==> src/rtl/alerm_set.sv <==
// Alarm-time setting block: a mode key walks an IDLE/HOUR/MIN/SEC edit FSM, an
// increment key bumps the selected field, and edit mode exits after an idle timeout.
module alerm_set #(
  parameter int data_width    = 18,
  parameter int second_cnt    = 52428800,
  parameter int counter_width = 26,
  parameter int timeout_sec   = 10
) (
  input  logic                  clock,
  input  logic                  reset,
  // Key inputs are single-cycle pulses; each one is acted on at the edge that samples it.
  input  logic                  key_mode,
  input  logic                  key_inc,
  input  logic                  key_enable,
  output logic [data_width-1:0] alerm_data,
  output logic                  alerm_enable,
  output logic [1:0]            set_state,
  output logic                  blink
);

  localparam int IDLE_W = $clog2(timeout_sec + 1);

  typedef enum logic [1:0] {
    ST_IDLE = 2'd0,
    ST_HOUR = 2'd1,
    ST_MIN  = 2'd2,
    ST_SEC  = 2'd3
  } state_e;

  state_e                   state_q, state_d;
  logic [5:0]               hour_q, hour_d;
  logic [5:0]               min_q, min_d;
  logic [5:0]               sec_q, sec_d;
  logic                     en_q, en_d;
  logic [counter_width-1:0] presc_q, presc_d;
  logic [IDLE_W-1:0]        idle_cnt_q, idle_cnt_d;

  logic tick;
  logic any_key;
  logic timeout_hit;

  assign tick        = (presc_q == counter_width'(second_cnt - 1));
  assign any_key     = key_mode | key_inc | key_enable;
  assign timeout_hit = (state_q != ST_IDLE) && (idle_cnt_q == IDLE_W'(timeout_sec));

  always_comb begin
    state_d    = state_q;
    hour_d     = hour_q;
    min_d      = min_q;
    sec_d      = sec_q;
    en_d       = en_q ^ key_enable;
    presc_d    = tick ? '0 : presc_q + 1'b1;
    idle_cnt_d = idle_cnt_q;

    if (key_mode) begin
      // Mode wins over a simultaneous increment.
      case (state_q)
        ST_IDLE: state_d = ST_HOUR;
        ST_HOUR: state_d = ST_MIN;
        ST_MIN:  state_d = ST_SEC;
        default: state_d = ST_IDLE;
      endcase
    end else if (key_inc) begin
      case (state_q)
        ST_HOUR: hour_d = (hour_q == 6'd23) ? 6'd0 : hour_q + 6'd1;
        ST_MIN:  min_d  = (min_q  == 6'd59) ? 6'd0 : min_q  + 6'd1;
        ST_SEC:  sec_d  = (sec_q  == 6'd59) ? 6'd0 : sec_q  + 6'd1;
        default: ;
      endcase
    end else if (!key_enable && timeout_hit) begin
      state_d = ST_IDLE;
    end

    if (any_key || (state_d != state_q) || (state_q == ST_IDLE)) begin
      idle_cnt_d = '0;
    end else if (tick && !timeout_hit) begin
      idle_cnt_d = idle_cnt_q + 1'b1;
    end
  end

  always_ff @(posedge clock or negedge reset) begin
    if (!reset) begin
      state_q    <= ST_IDLE;
      hour_q     <= '0;
      min_q      <= '0;
      sec_q      <= '0;
      en_q       <= 1'b0;
      presc_q    <= '0;
      idle_cnt_q <= '0;
    end else begin
      state_q    <= state_d;
      hour_q     <= hour_d;
      min_q      <= min_d;
      sec_q      <= sec_d;
      en_q       <= en_d;
      presc_q    <= presc_d;
      idle_cnt_q <= idle_cnt_d;
    end
  end

  // The comparator only sees the switch while not editing; the stored bit survives edits.
  assign alerm_data   = {hour_q, min_q, sec_q};
  assign alerm_enable = en_q && (state_q == ST_IDLE);
  assign set_state    = state_q;
  assign blink        = (state_q != ST_IDLE) && (presc_q < counter_width'(second_cnt / 2));

endmodule

==> config.mk <==
export PLATFORM = sky130hd
export DESIGN_NAME = alerm_set
export DESIGN_NICKNAME = d
export VERILOG_FILES = /design/src/rtl/alerm_set.sv
export SDC_FILE = /design/constraint.sdc
export NUM_CORES = 1
export LEC_CHECK = 0
export CORE_ASPECT_RATIO = 0.7
export CORE_MARGIN = 4
export CORE_UTILIZATION = 40
export CTS_CLUSTER_DIAMETER = 40
export CTS_CLUSTER_SIZE = 16
export DETAILED_ROUTE_END_ITERATION = 8
export HOLD_SLACK_MARGIN = 0.05
export PLACE_DENSITY = 0.66
export SETUP_SLACK_MARGIN = 0.02
export SYNTH_ARGS = -nofsm -noshare
export SYNTH_HDL_FRONTEND = slang
export SYNTH_SLANG_ARGS = --single-unit
==> constraint.sdc <==
create_clock -name clock -period 2.24 [get_ports clock]
set_input_delay 0.224 -clock clock [delete_from_list [all_inputs] [get_ports clock]]
set_output_delay 0.224 -clock clock [all_outputs]
set_load 0.05 [all_outputs]
* Word level (Yosys, flattened, before mapping) *
Cells that the tools add are included.

cells by class
  $add $sub $neg = 5
  magnitude comparators = 1
  equal/unequal tests = 9
  multiplexer cells = 10
  bitwise logic cells = 4
  reductions and logical operators = 15

operators by type and width
  kind                                                   number
  adder 26 x 1 -> 26 bit (second input constant)         1
  equality test 26 bit (second input constant)           1
  < comparator 26 x 25 -> 1 bit (second input constant)  1
  two-way mux 26 bit                                     1
  adder 6 x 1 -> 6 bit (second input constant)           3
  two-way mux 6 bit                                      3
  equality test 6 bit (second input constant)            2
  AND reduction 3 bit                                    3
  two-way mux 4 bit                                      2
  equality test 6 x 5 -> 1 bit (second input constant)   1
  two-way mux 2 bit                                      3
  one-hot mux 2 bit (3 select lines)                     1
  logical AND 1 bit                                      5
  adder 4 x 1 -> 4 bit (second input constant)           1
  equality test 2 bit (second input constant)            2
  equality test 4 bit (second input constant)            1
  nonzero test 2 bit                                     2
  equality test 2 x 1 -> 1 bit (second input constant)   1
  logical NOT 1 bit                                      2
  logical NOT 2 bit                                      1
  logical OR 1 bit                                       2
  != test 2 bit                                          1
  bitwise OR 1 bit                                       2
  NOT 1 bit                                              1
  XOR 1 bit                                              1

word-level totals
  register bits = 51
  input port bits = 5
  output and inout bits = 22
  word-level logic and storage cells = 51

* Depth between registers and ports, before layout *
  word-level depth = 10
  gate-level depth with buffers = 7
  mapped depth without buffers = 6

* Worst setup path after synthesis *
Ideal clock, no wire load.

  path kind = register to output
  from = register state_q[0] (netlist: set_state[0])
  to = output blink
  arrival = 2.155 ns
  data required time = 2.016 ns
  path slack = -0.139 ns
  stages on the path, launching flop included = 4
  path buffers = 0
  cell sequence = dfrtp_1 -> inv_1 -> ha_1 -> nor3_1

between the ends
  word-level cells in the longest chain between the ends = 2

RTL lines
  item                    line  source
  start, declared         30    state_e state_q, state_d;
  start signal, assigned  91    state_q <= state_d;
  nonzero test 2 bit      105   assign blink = (state_q != ST_IDLE) && (presc_q < counter_width'(second_cnt / 2));
  logical AND 1 bit       105
  end, declared           18    output logic blink

Every way passes these cells.

* Final worst setup path *
  from = register presc_q[2]
  to = register presc_q[25]

between the ends
  word-level cells in the longest chain between the ends = 2

RTL lines
  item                                                                   line    source
  start, declared                                                        35      logic [counter_width-1:0] presc_q, presc_d;
  start signal, assigned                                                 96      presc_q <= presc_d;
  adder 26 x 1 -> 26 bit / equality test 26 bit (equally long branches)  52, 42
  two-way mux 26 bit *                                                   52      presc_d = tick ? '0 : presc_q + 1'b1;
  named net presc_d[25]                                                  35

Mark *: on every way through the listed nets, which the timed path passes. The rest lies on a longest branch.
A chain may end at the register's enable or synchronous reset.

==> metrics.cfg <==
[outcome]
status = complete, no violations

[synth]
synth.area.top_cells = dfrtp_1 (48%), xnor2_1 (5.9%), ha_1 (4.7%), nand3_1 (3.4%), nand2_1 (3.3%)
ys_ff_latch = 51
synth_top_family_by_area = simple AND/OR/NAND/NOR gates
yosysMostFrequentCell = dfrtp_1
synth_top_area_share = 0.480
netlist_instances = 266
avgSynthCellArea_um2 = 9.99
synth_compound_area_frac = 0.0787
synth-simple-area-share = 0.255
netlist_top_cells_count = dfrtp_1 (51), nand2_1 (23), nor2_1 (21), nand3_1 (18), xnor2_1 (18)
syn-num-nets = 281
synth_fa_ha_area_frac = 0.0471
synth-xor-area-share = 0.0890
yosysTopAreaCell = dfrtp_1
ys_seq_area_frac = 0.480
synthDistinctLibCells = 50
synth.area.mux_share = 0.0236
synth_edf_count = 0
async_reset_ff_frac = 1.00
synth_area_mm2 = 0.00266
ys.flop_type = dfrtp_1
ys_warn_count = 0

[setup_path]
path_max_fanout = 10
path_buf_inv = 0
cp-start-kind = flip-flop
cp.arrival_ps = 2280
crit_family = simple AND/OR/NAND/NOR gates
critical_path.max_stage_delay_ps = 650
worstPathRequired_ps = 2480
crit_path_cell_trace = nand4_4, or4_1, or4_4, a21oi_2
cp_slowest_cell = or4_1
critical_path_class = reg -> reg
endpoint_kind = flip-flop
rrSetupSlack_ps = 200

[global_routing]
antenna_found_initial = 0
grtUsageTotal = 0.142
overflow = 0
grt_max_degree = 52
grt_pass1_vias = 1946
grt_first_pass_wirelength_um = 9410

[place]
portBuffers = 26
place_hpwl_um = 3860
gp_congestion = 0.760
placed_cells = 384
dp_slack_ps = 215

[route]
ant_nets = 0
num_vias = 2024
via_per_inst = 5.16
routedWlPerCell_um = 13.7
drtIter0Drc = 157
drt_first_pass_iters = 4
drc = 0
wirelength_um = 5350

[clock_network]
clock_sinks = 51
root_buffer = clkbuf_8
cts_post_setup_buffers_inserted = 0
ctsHoldBuffers = 1
path_clk_slew_ps = 90
clockBufferDepth = 2
cts_tree = built
numCtsBuffers = 5
cts.htree.levels = 2
worstSkewPairLatency_ps = 310
post_cts_resized = 0

[power]
ir_worst_vdd_mv = 0.627
power_per_cell_area_mw_per_mm2 = 886
p_sw_uw = 1100
p_sw_frac = 0.391
p_int_uw = 1720
leakagePower_uw = 0.00131
p_clk_frac = 0.222
p_seq_frac = 0.415
combinationalPowerShare = 0.363

[job]
cap_violations = 0

[finish]
diodes = 0
nets = 316
final_cell_count_no_fill = 392
syn_to_final_growth_pct = 20.1
drive_gt1_frac = 0.110

[floorplanning]
num_io_pins = 27
chipHeight_um = 76.2
die_area_mm2 = 0.00803
dieWidth_um = 105
core.rowCount = 24
core_area_mm2 = 0.00634
initial_utilization = 0.419

[sta]
grt_setup_unrepaired = no
worst_pin_slew_ps = 552
setup_viol = 0
hold_viol = 0
fin_skew_ps = 14.2
min_period_over_period = 0.912
drv_slew = 0
max_slew_margin = 0.628
setup-tns-final_ps = 0
period_needed_ps = 2040
fmax_mhz = 489
final.setup.worst_slack_ps = 196

[min_path]
hold_path_class = in -> async

==> power groups by stage <==
stage          registers, µW  clock network (µW)  logic (µW)
2_1_floorplan           1530                   0         331
3_3_place_gp            1190                   0        1010
3_5_place_dp            1190                   0        1030
4_1_cts                 1180                 647        1040
5_1_grt                 1200                 684        1100
6_report                1170                 627        1030
==> metrics by stage <==
step	cell area, µm²	utilization	power [µW]	hold WS, ps
6_report	3190	0.503	2820	436
2_1_floorplan	2660	-	1870	-71.6
3_3_place_gp	3070	0.485	2210	235
3_5_place_dp	3070	0.485	2220	235
5_1_grt	3190	0.503	2990	470
4_1_cts	3190	0.503	2860	442
==> placed cells by master (no fill, tap or decap), types with 4 or more instances in the layout <==
cell type / instances
nand4_1: 12
ha_1: 10
xnor2_1: 18
a21oi_1: 9
nor3_1: 7
clkbuf_8: 5
inv_1: 10
dfrtp_1: 51
xor2_1: 9
mux2i_1: 4
clkdlybuf4s50_1: 23
o21ai_0: 11
buf_4: 10
nand2_1: 23
or4_1: 4
nor2_1: 21
nand3_1: 18
==> state kept, by name, summed over array words and instances (netlist names) <==
name	flops
en_q	1
hour_q	6
idle_cnt_q	4
min_q	6
presc_q	26
sec_q	6
set_state	2
==> layer usage <==
layer	part of all wire	vias up	GRT usage	wire length, µm
met2	0.41	35	0.199	2180
met3	0.047	5	0.0288	253
met5	0	-	0	0
met1	0.54	961	0.219	2870
met4	0.010	0	0.0393	55
li1	-	1023	-	-
==> final timing paths <==
kind                                 start           to  cells past startpoint
worst max register to register  presc_q[2]  presc_q[25]                      4
worst max-delay path            presc_q[2]  presc_q[25]                      4
max in group asynchronous            reset  presc_q[13]                      3
min in group clock                    en_q         en_q                      1
worst min-delay path                 reset     min_q[1]                      3
worst min register to register        en_q         en_q                      1
==> final cells by class <==
cell class / count / area [µm²]
fillers: 592 / 3150
multi-input cells: 197 / 1320
flip-flops and latches: 51 / 1280
repair buffers: 36 / 340
well taps: 91 / 114
clock buffers: 5 / 68.8
clock inverters: 2 / 37.5
inverters: 10 / 37.5
==> worst reg2reg max path, cell delays in order (launching register included) <==
cell and delay, ps:
dfrtp_1 480, nand4_4 190, or4_1 660, or4_4 520
a21oi_2 140
==> logic make-up after synthesis <==
group / Yosys count
buffers and inverters: 18
XOR/XNOR: 27
AO/OA/AOI/OAI: 34
multiplexers: 6
adder cells (fa/ha/maj): 10
flip-flops: 51
AND/OR/NAND/NOR: 120
Note: power is estimated with default switching activity, not from simulation.
